--- config.mk ---
export PLATFORM = sky130hd
export DESIGN_NAME = mem_port_arbiter
export DESIGN_NICKNAME = d
export VERILOG_FILES = /design/src/rtl/mem_port_arbiter_pkg.sv /design/src/rtl/mem_port_arbiter_wait_timer.sv /design/src/rtl/mem_port_arbiter.sv
export SDC_FILE = /design/constraint.sdc
export NUM_CORES = 1
export LEC_CHECK = 0
export BUFFER_PORTS_ARGS = -buffer_cell sky130_fd_sc_hd__buf_2
export CORE_ASPECT_RATIO = 1.2
export CORE_MARGIN = 10
export CORE_UTILIZATION = 43
export CTS_BUF_LIST = sky130_fd_sc_hd__clkbuf_8
export DETAILED_ROUTE_END_ITERATION = 6
export PLACE_DENSITY = 0.75
export SLEW_MARGIN = 20
export SYNTH_ARGS = -nofsm -noshare
export SYNTH_HDL_FRONTEND = slang
export SYNTH_SLANG_ARGS = --single-unit
--- constraint.sdc ---
create_clock -name clk -period 1.5 [get_ports clk]
set_input_delay 0.225 -clock clk [delete_from_list [all_inputs] [get_ports clk]]
set_output_delay 0.225 -clock clk [all_outputs]
set_load 0.05 [all_outputs]
--- src/rtl/mem_port_arbiter_pkg.sv ---
// Shared definitions for the fetch / load-store memory port arbiter.
package mem_port_arbiter_pkg;

  // Arbiter FSM encoding
  typedef enum logic [1:0] {
    ST_IDLE = 2'd0,
    ST_BUSY = 2'd1,
    ST_DONE = 2'd2
  } arb_state_t;

  // Requester identities, also used as the tie-break history value
  localparam logic OWNER_FETCH = 1'b0;
  localparam logic OWNER_DATA  = 1'b1;

  // Memory wait cycles tolerated before an access is declared timed out
  localparam int DEFAULT_MAX_WAIT = 15;

  // Pick the requester to serve; on a tie the one not served last wins
  function automatic logic pick_owner(input logic f_req, input logic d_req,
                                      input logic last_owner);
    logic owner;
    if (f_req && d_req) begin
      owner = ~last_owner;
    end else if (d_req) begin
      owner = OWNER_DATA;
    end else begin
      owner = OWNER_FETCH;
    end
    return owner;
  endfunction

endpackage

--- src/rtl/mem_port_arbiter_wait_timer.sv ---
// Bounded-wait counter: counts memory stall cycles of one access and flags
// when the allowed number of stall cycles has been used up.
module mem_wait_timer
  import mem_port_arbiter_pkg::*;
#(
  parameter int MAX_WAIT = DEFAULT_MAX_WAIT
) (
  input  logic clk,
  input  logic rst,
  input  logic clear,
  input  logic enable,
  output logic expired
);

  localparam int              CNT_W = $clog2(MAX_WAIT + 1);
  localparam logic [CNT_W-1:0] LIMIT = CNT_W'(MAX_WAIT);

  logic [CNT_W-1:0] r_count;

  // Stall counter: cleared between accesses, saturates at the limit
  always_ff @(posedge clk) begin
    if (!rst) begin
      r_count <= '0;
    end else if (clear) begin
      r_count <= '0;
    end else if (enable && (r_count != LIMIT)) begin
      r_count <= r_count + CNT_W'(1);
    end
  end

  assign expired = (r_count == LIMIT);

endmodule

--- src/rtl/mem_port_arbiter.sv ---
// Arbitrates the single-port unified memory between instruction fetch and
// load/store. One access at a time: grant in IDLE, hold the latched request
// on the memory bus in BUSY, return a one-cycle response pulse in DONE.
module mem_port_arbiter
  import mem_port_arbiter_pkg::*;
#(
  parameter int ADDR_W   = 32,
  parameter int DATA_W   = 32,
  parameter int MAX_WAIT = DEFAULT_MAX_WAIT
) (
  input  logic                clk,
  input  logic                rst,
  input  logic                fetch_req,
  input  logic [ADDR_W-1:0]   fetch_addr,
  output logic                fetch_gnt,
  output logic                fetch_valid,
  output logic [DATA_W-1:0]   fetch_rdata,
  output logic                fetch_err,
  input  logic                data_req,
  input  logic                data_we,
  input  logic [ADDR_W-1:0]   data_addr,
  input  logic [DATA_W-1:0]   data_wdata,
  input  logic [DATA_W/8-1:0] data_wstrb,
  output logic                data_gnt,
  output logic                data_valid,
  output logic [DATA_W-1:0]   data_rdata,
  output logic                data_err,
  output logic                mem_req,
  output logic                mem_we,
  output logic [ADDR_W-1:0]   mem_addr,
  output logic [DATA_W-1:0]   mem_wdata,
  output logic [DATA_W/8-1:0] mem_wstrb,
  input  logic [DATA_W-1:0]   mem_rdata,
  input  logic                mem_ready
);

  arb_state_t          r_state;
  logic                r_last_owner;
  logic                r_owner;
  logic                r_we;
  logic [ADDR_W-1:0]   r_addr;
  logic [DATA_W-1:0]   r_wdata;
  logic [DATA_W/8-1:0] r_wstrb;
  logic [DATA_W-1:0]   r_rdata;
  logic                r_err;
  logic                r_fetch_valid;
  logic                r_data_valid;

  logic w_busy;
  logic w_grant;
  logic w_owner;
  logic w_expired;

  assign w_busy  = (r_state == ST_BUSY);
  // Grants only in IDLE and never while reset is being applied
  assign w_grant = rst && (r_state == ST_IDLE) && (fetch_req || data_req);
  assign w_owner = pick_owner(fetch_req, data_req, r_last_owner);

  assign fetch_gnt = w_grant && (w_owner == OWNER_FETCH);
  assign data_gnt  = w_grant && (w_owner == OWNER_DATA);

  mem_wait_timer #(
    .MAX_WAIT (MAX_WAIT)
  ) u_wait_timer (
    .clk     (clk),
    .rst     (rst),
    .clear   (!w_busy),
    .enable  (w_busy && !mem_ready),
    .expired (w_expired)
  );

  // Arbiter FSM with request latches and response registers
  always_ff @(posedge clk) begin
    if (!rst) begin
      r_state       <= ST_IDLE;
      r_last_owner  <= OWNER_FETCH;
      r_owner       <= OWNER_FETCH;
      r_we          <= 1'b0;
      r_addr        <= '0;
      r_wdata       <= '0;
      r_wstrb       <= '0;
      r_rdata       <= '0;
      r_err         <= 1'b0;
      r_fetch_valid <= 1'b0;
      r_data_valid  <= 1'b0;
    end else begin
      r_fetch_valid <= 1'b0;
      r_data_valid  <= 1'b0;
      case (r_state)
        ST_IDLE: begin
          if (w_grant) begin
            r_owner      <= w_owner;
            r_last_owner <= w_owner;
            if (w_owner == OWNER_DATA) begin
              r_we    <= data_we;
              r_addr  <= data_addr;
              r_wdata <= data_wdata;
              r_wstrb <= data_wstrb;
            end else begin
              r_we    <= 1'b0;
              r_addr  <= fetch_addr;
              r_wdata <= '0;
              r_wstrb <= '0;
            end
            r_state <= ST_BUSY;
          end
        end
        ST_BUSY: begin
          // A ready on the threshold cycle still counts as success
          if (mem_ready) begin
            r_rdata       <= r_we ? '0 : mem_rdata;
            r_err         <= 1'b0;
            r_fetch_valid <= (r_owner == OWNER_FETCH);
            r_data_valid  <= (r_owner == OWNER_DATA);
            r_state       <= ST_DONE;
          end else if (w_expired) begin
            r_rdata       <= '0;
            r_err         <= 1'b1;
            r_fetch_valid <= (r_owner == OWNER_FETCH);
            r_data_valid  <= (r_owner == OWNER_DATA);
            r_state       <= ST_DONE;
          end
        end
        ST_DONE: begin
          r_state <= ST_IDLE;
        end
        default: begin
          r_state <= ST_IDLE;
        end
      endcase
    end
  end

  assign mem_req   = w_busy;
  assign mem_we    = r_we;
  assign mem_addr  = r_addr;
  assign mem_wdata = r_wdata;
  assign mem_wstrb = r_wstrb;

  // Response is presented only to the owner, and only in its valid cycle
  assign fetch_valid = r_fetch_valid;
  assign fetch_rdata = r_fetch_valid ? r_rdata : '0;
  assign fetch_err   = r_fetch_valid & r_err;
  assign data_valid  = r_data_valid;
  assign data_rdata  = r_data_valid ? r_rdata : '0;
  assign data_err    = r_data_valid & r_err;

endmodule

; Word-level counts from Yosys, hierarchy flattened
; Index checks and enable logic that the tools add are counted.
; W data, S select, Z words.
[op_classes]
n_mux = 21
add_sub_neg = 1
n_eq_ne = 5
bitwise = 4
reduce_logical = 15
[ops]
columns = cell, n
row1 = $mux W32, 7
row2 = $mux W1, 9
row3 = $reduce_and A2 Y1, 4
row4 = $logic_and A1 B1 Y1, 7
row5 = $mux W2, 3
row6 = $add A4 B1 Y4 const B, 1
row7 = $eq A4 B4 Y1 const B, 1
row8 = $mux W4, 1
row9 = $ne A4 B4 Y1 const B, 1
row10 = $pmux W2 S2, 1
row11 = $ne A3 B2 Y1 const B, 1
row12 = $and A1 B1 Y1, 2
row13 = $eq A2 B1 Y1 const B, 1
row14 = $logic_not A2 Y1, 1
row15 = $ne A2 B2 Y1 const B, 1
row16 = $not A1 Y1, 2
row17 = $reduce_bool A2 Y1, 1
row18 = $logic_not A1 Y1, 1
row19 = $logic_or A1 B1 Y1, 1
[word_totals]
inputBits = 138
elab_cells = 57
ff_bits = 111

; Logic depth before layout (Yosys ltp)
[depth]
word_depth = 5
mapped_depth = 5
depth_no_buf = 4

; Modules after synthesis
; Synthesis repeated with hierarchy kept, for this count alone.
[hier_totals]
hier_cells = 423
hier_area_um2 = 4319.1
[by_module_without_submodules]
columns = module, area_each_um2, cells_each, instances, seq_area_each_um2
row1 = mem_port_arbiter, 4121.5, 401, 1, 2142.1
row2 = mem_wait_timer, 197.7, 22, 1, 80.1

; Least setup slack after synthesis
; No wires, ideal clock.
[synth_timing]
path_type = flip-flop to flip-flop
start = register r_state[0]
end = register r_rdata[10]
n_path_buf = 1
slack_ns = -0.403
setup_time_ns = 0.117
arrival_time_ns = 1.786
synth_period_minus_slack_ns = 1.903
path_stages_with_launch = 5
cell_sequence = dfxtp_1 -> nor2b_1 -> a21oi_2 -> buf_2 -> a22o_1
[synth_via]
elab_chain_cells = 2
[synth_rtl]
columns = element, line_no
row1 = "start, declared", mem_port_arbiter.sv:37  ; arb_state_t r_state;
row2 = "start signal, assigned", mem_port_arbiter.sv:75  ; r_state <= ST_IDLE;
row3 = "start signal, assigned", mem_port_arbiter.sv:105  ; r_state <= ST_BUSY;
row4 = "start signal, assigned", mem_port_arbiter.sv:115  ; r_state <= ST_DONE;
row5 = $eq A2 B1 Y1, --
row6 = named net mem_req, mem_port_arbiter.sv:28  ; output logic mem_req,
row7 = $reduce_and A2 Y1 (no source line), --
row8 = "end signal, assigned", mem_port_arbiter.sv:111  ; r_rdata <= r_we ? '0 : mem_rdata;
row9 = "end, declared", mem_port_arbiter.sv:44  ; logic [DATA_W-1:0] r_rdata;
; The timed path passes the listed nets, and every way through them passes these cells.
; A chain may end at the register's enable or synchronous reset.

; Worst setup path in the final report
[layout_timing]
start = register r_state[1]
end = output data_gnt
[layout_via]
elab_chain_cells = 4
[layout_rtl]
columns = element, line_no
row1 = $logic_not A2 Y1, mem_port_arbiter.sv:56  ; assign w_grant = rst && (r_state == ST_IDLE) && (fetch_req || data_req);
row2 = $logic_and A1 B1 Y1 (2 in a row), mem_port_arbiter.sv:56
row3 = $logic_and A1 B1 Y1, mem_port_arbiter.sv:60  ; assign data_gnt = w_grant && (w_owner == OWNER_DATA);
row4 = "end, declared", mem_port_arbiter.sv:24  ; output logic data_gnt,
; No other way between the ends.

==> impl.org <==
** Yosys
- After synthesis, the most frequently instantiated cells are sky130_fd_sc_hd__dfxtp_1 (111), sky130_fd_sc_hd__a21oi_1 (75), sky130_fd_sc_hd__nand2_1 (69).
- The number of different library cells used by synthesis comes to 34.
- Of the total synthesized cell area, the portion taken by full adders, half adders and majority gates is 0.002651.
- Counting flops with a built-in enable in the synthesized netlist gives 0.
- Number of warnings issued by yosys :: 0
- Main flop type after synthesis :: sky130_fd_sc_hd__dfxtp_1
- Synthesis produced 547 cells.
- Largest family of logic cells by synthesized area :: compound AO/OA/AOI/OAI gates
- By instance count, the leading cell after synthesis is sky130_fd_sc_hd__dfxtp_1.
- Of the total synthesized cell area, the portion taken by AND, OR, NAND and NOR gates is 0.2139.
- The mapped netlist covers 4720 µm².
- Fraction of the yosys area taken by sequential cells :: 0.4708
- Of the post-synthesis cell area, the dominant cell type holds 0.4708.
- Post-Synth XOR/XNOR Area :: 0.001856
- The synthesized design contains 111 register bits.
- The number of nets in the synthesized netlist is 686.
- Post-synthesis mux area share :: 0
- The largest total area in the synthesized netlist belongs to sky130_fd_sc_hd__dfxtp_1.
- Compound-Gate Fraction of Synth Area :: 0.2519
- After synthesis, the cell types taking the most area are sky130_fd_sc_hd__dfxtp_1 (47%), sky130_fd_sc_hd__and2_1 (8.9%), sky130_fd_sc_hd__a21oi_1 (8.0%).
- Average cell area after synthesis :: 8.628 µm²
- For this run, asynchronously set or reset flops after synthesis account for 0.

** Clock network
- Register clock-pin slew on the reported worst setup and hold paths :: 0.10 ns
- TritonCTS clock tree :: yes
- CTS built an H-tree with a depth of 3.
- Clock latency on the worst-skew pair :: about 0.36 ns
- Clock sink count :: 111
- TritonCTS Buffers :: 9
- Worst-case clock buffer depth :: 2
- In this run the clock root is driven by a sky130_fd_sc_hd__clkbuf_8.

** Finish
- Post-synthesis to final-layout area growth :: 74.18%
- Share of final-layout standard cells stronger than drive strength 1 :: 0.5849
- Antenna diodes :: 0
- Fill cell count :: 673
- At the end of the flow, the number of nets in the layout was 970.

** Die
- From left edge to right edge, the die measures 115.6 µm.
- Boundary Pins :: 278
- For this configuration, the core starts out at a cell density of 0.4444.
- The initialized floorplan defines 41 standard-cell rows.
- Die H :: 134.8 µm
- The core region is 10620 µm².
- Full die area :: 15580 µm²

** Timing
- The number of failing hold endpoints at the final stage came to 0.
- Across all setup checks in the final design, the least slack found is -0.1431 ns.
- Time the worst path needs with I/O delays and setup :: 1.643 ns
- Setup violations remaining at the end of the flow were counted as 92.
- Rel. slew slack :: 0.5897
- Top achievable clock speed :: 0.6086 GHz
- Of the available clock period, the critical path in the final layout requires 1.095.
- Minimum hold slack :: 0.06868 ns
- Max-slew violation count :: 0
- Worst setup skew after layout :: between 0.008 and 0.009 ns
- Setup repair after global routing could not meet its margin everywhere.
- Actual transition at the worst max-transition pin :: a little over 0.6 ns

** Global routing
- The first global-routing pass estimated between 20 and 30 mm of wire.
- Largest net degree at the start of global routing :: 72
- Via count of the first global-routing pass :: 5409
- In the global route stage, overall resource usage came out at 0.2271.
- The number of antenna violations at the first check in global routing came to 2.
- Gr ovfl total :: 0

** Worst setup path
- Chain of cells forming the critical path :: nor3b_4 -> buf_6 -> nand3_2 -> clkinvlp_4 -> buf_8
- The largest single stage delay on the critical path is 0.36 ns.
- Startpoint type of the worst setup path :: flip-flop
- Slowest CP cell :: sky130_fd_sc_hd__dfxtp_2
- Along the worst path, the maximum fanout reaches 5.
- The worst setup path is of the reg -> out kind.
- Data required time at the worst endpoint :: 1.27 ns
- The worst setup path is captured at an output port.
- Crit path DAT :: around 1.4 ns

** Place
- Port Buffer Count :: 277
- Detailed Place HPWL :: 13.08 mm
- Final weighted congestion of routability-driven global placement :: 0.8464

** Routing
- Residual antenna-violating net count after detailed routing :: 0
- Post-route DRC :: 0
- The detailed router finished its first iteration with 414 violations.
- For this block, the via count after detailed routing is 5675.
- Drt via density :: 5.881
- The routed design has 22.51 mm of wire.
- The pre-antenna-repair detailed-routing pass consisted of 5 iterations.
- After detailed routing, the average wire length per cell comes to 23.33 µm.

** Power and ir drop
- Maximum VDD drop :: 0.0006344 V
- The design draws about 6800 µW.
- Reported leakage power :: 0.003629 µW
- Pwr Density :: just over 800 nW/µm²

** Status
- Status :: finished with violations
- Failing checks :: negative setup slack

** Run
- The tool flagged a number of max-cap violations equal to 0.

** Min path
- Hold Path Class :: in -> reg
[metal layers]
layer,track usage,up-vias,wire (µm),part of all wire
met2,0.3935,346,11150,0.50
li1,-,2542,-,-
met3,0.08422,64,2318,0.10
met5,0,-,7,0.00031
met1,0.2404,2721,8192,0.36
met4,0.09819,2,841,0.037
[path summary, 6_finish.rpt]
kind	cells after the start	start	to	slack (ns)
worst max register to register	6	r_state[0]$_SDFFE_PN0P_	mem_addr[29]$_SDFFE_PN0P_	-0.12
worst min register to register	2	mem_wdata[20]$_SDFFE_PN0P_	mem_wdata[20]$_SDFFE_PN0P_	0.46
worst min-delay path	2	mem_rdata[24]	r_rdata[24]$_SDFFE_PN0P_	0.07
worst max-delay path	5	r_state[1]$_SDFFE_PN0P_	data_gnt	-0.14
[cells in the final DEF (no fill, tap or decap), drive strengths merged, types with 2 or more instances in the layout]
cell and count:
buf 320, a22o 32, or3 2, o21ai 40
nand3 2, inv 3, nor2 5, clkbuf 20
dfxtp 111, clkinv 4, nand4 37, and2 67
a311oi 32, a21oi 76, nand2 69
[power breakdown]
part	switching [µW]	internal [µW]	total, µW
clock network	1020	815	1830
registers	119	3100	3220
logic	1130	655	1780
total	2270	4570	6830
[critical path: cells and delay by family (launching register included)]
kind / cells / cell delay, ns
buf+inv: 3 / 0.38
flops: 1 / 0.36
simple gates: 2 / 0.31
[timing repair]
| item | in CTS | in global routing |
|---|---|---|
| gates cloned | 3 | 11 |
| setup endpoints to repair | 81 | 158 |
| setup buffers | 11 | 11 |
| hold buffers | 0 | 0 |
| pin swaps | 4 | 13 |
| resized for setup | 102 | 288 |
[state kept, by name, indices dropped and copies added (netlist names)]
name	count
u_wait_timer.r_count	4
fetch_valid	1
mem_we	1
data_valid	1
r_err	1
r_state	2
mem_wstrb	4
mem_addr	32
r_rdata	32
r_owner	1
mem_wdata	32
[final cells by class]
cell class,instances,area [µm²],share of cell area
clock inverters,6,58.81,0.007154
multi-input cells,376,2725,0.3315
clock buffers,10,137.6,0.01674
repair buffers,330,2885,0.3510
flip-flops and latches,111,2237,0.2721
inverters,3,15.01,0.001826
well taps,129,161.4,0.01963
[through the flow]
stage	area, µm²	util	TNS (ns)	setup WS [ns]	instances
2_1_floorplan	4742	-	0	0.006661	547
3_3_place_gp	6276	0.5910	0	0.03669	915
3_5_place_dp	6276	0.5910	-0.3859	-0.05649	915
4_1_cts	6970	0.6564	-3.671	-0.1983	945
5_1_grt	8220	0.7741	-9.450	-0.2063	965
6_report	8220	0.7741	-3.641	-0.1431	965
[logic make-up (layout without fill, tap and decap cells)]
logic type / Yosys count / after routing
DFF: 111 / 111
buffers and inverters: 60 / 349
xor gates and xnor gates: 1 / 1
AOI/OAI and AO/OA: 185 / 185
adders and majority gates: 1 / 1
and+or+nand+nor: 189 / 189
(Power assumes the default switching activity.)
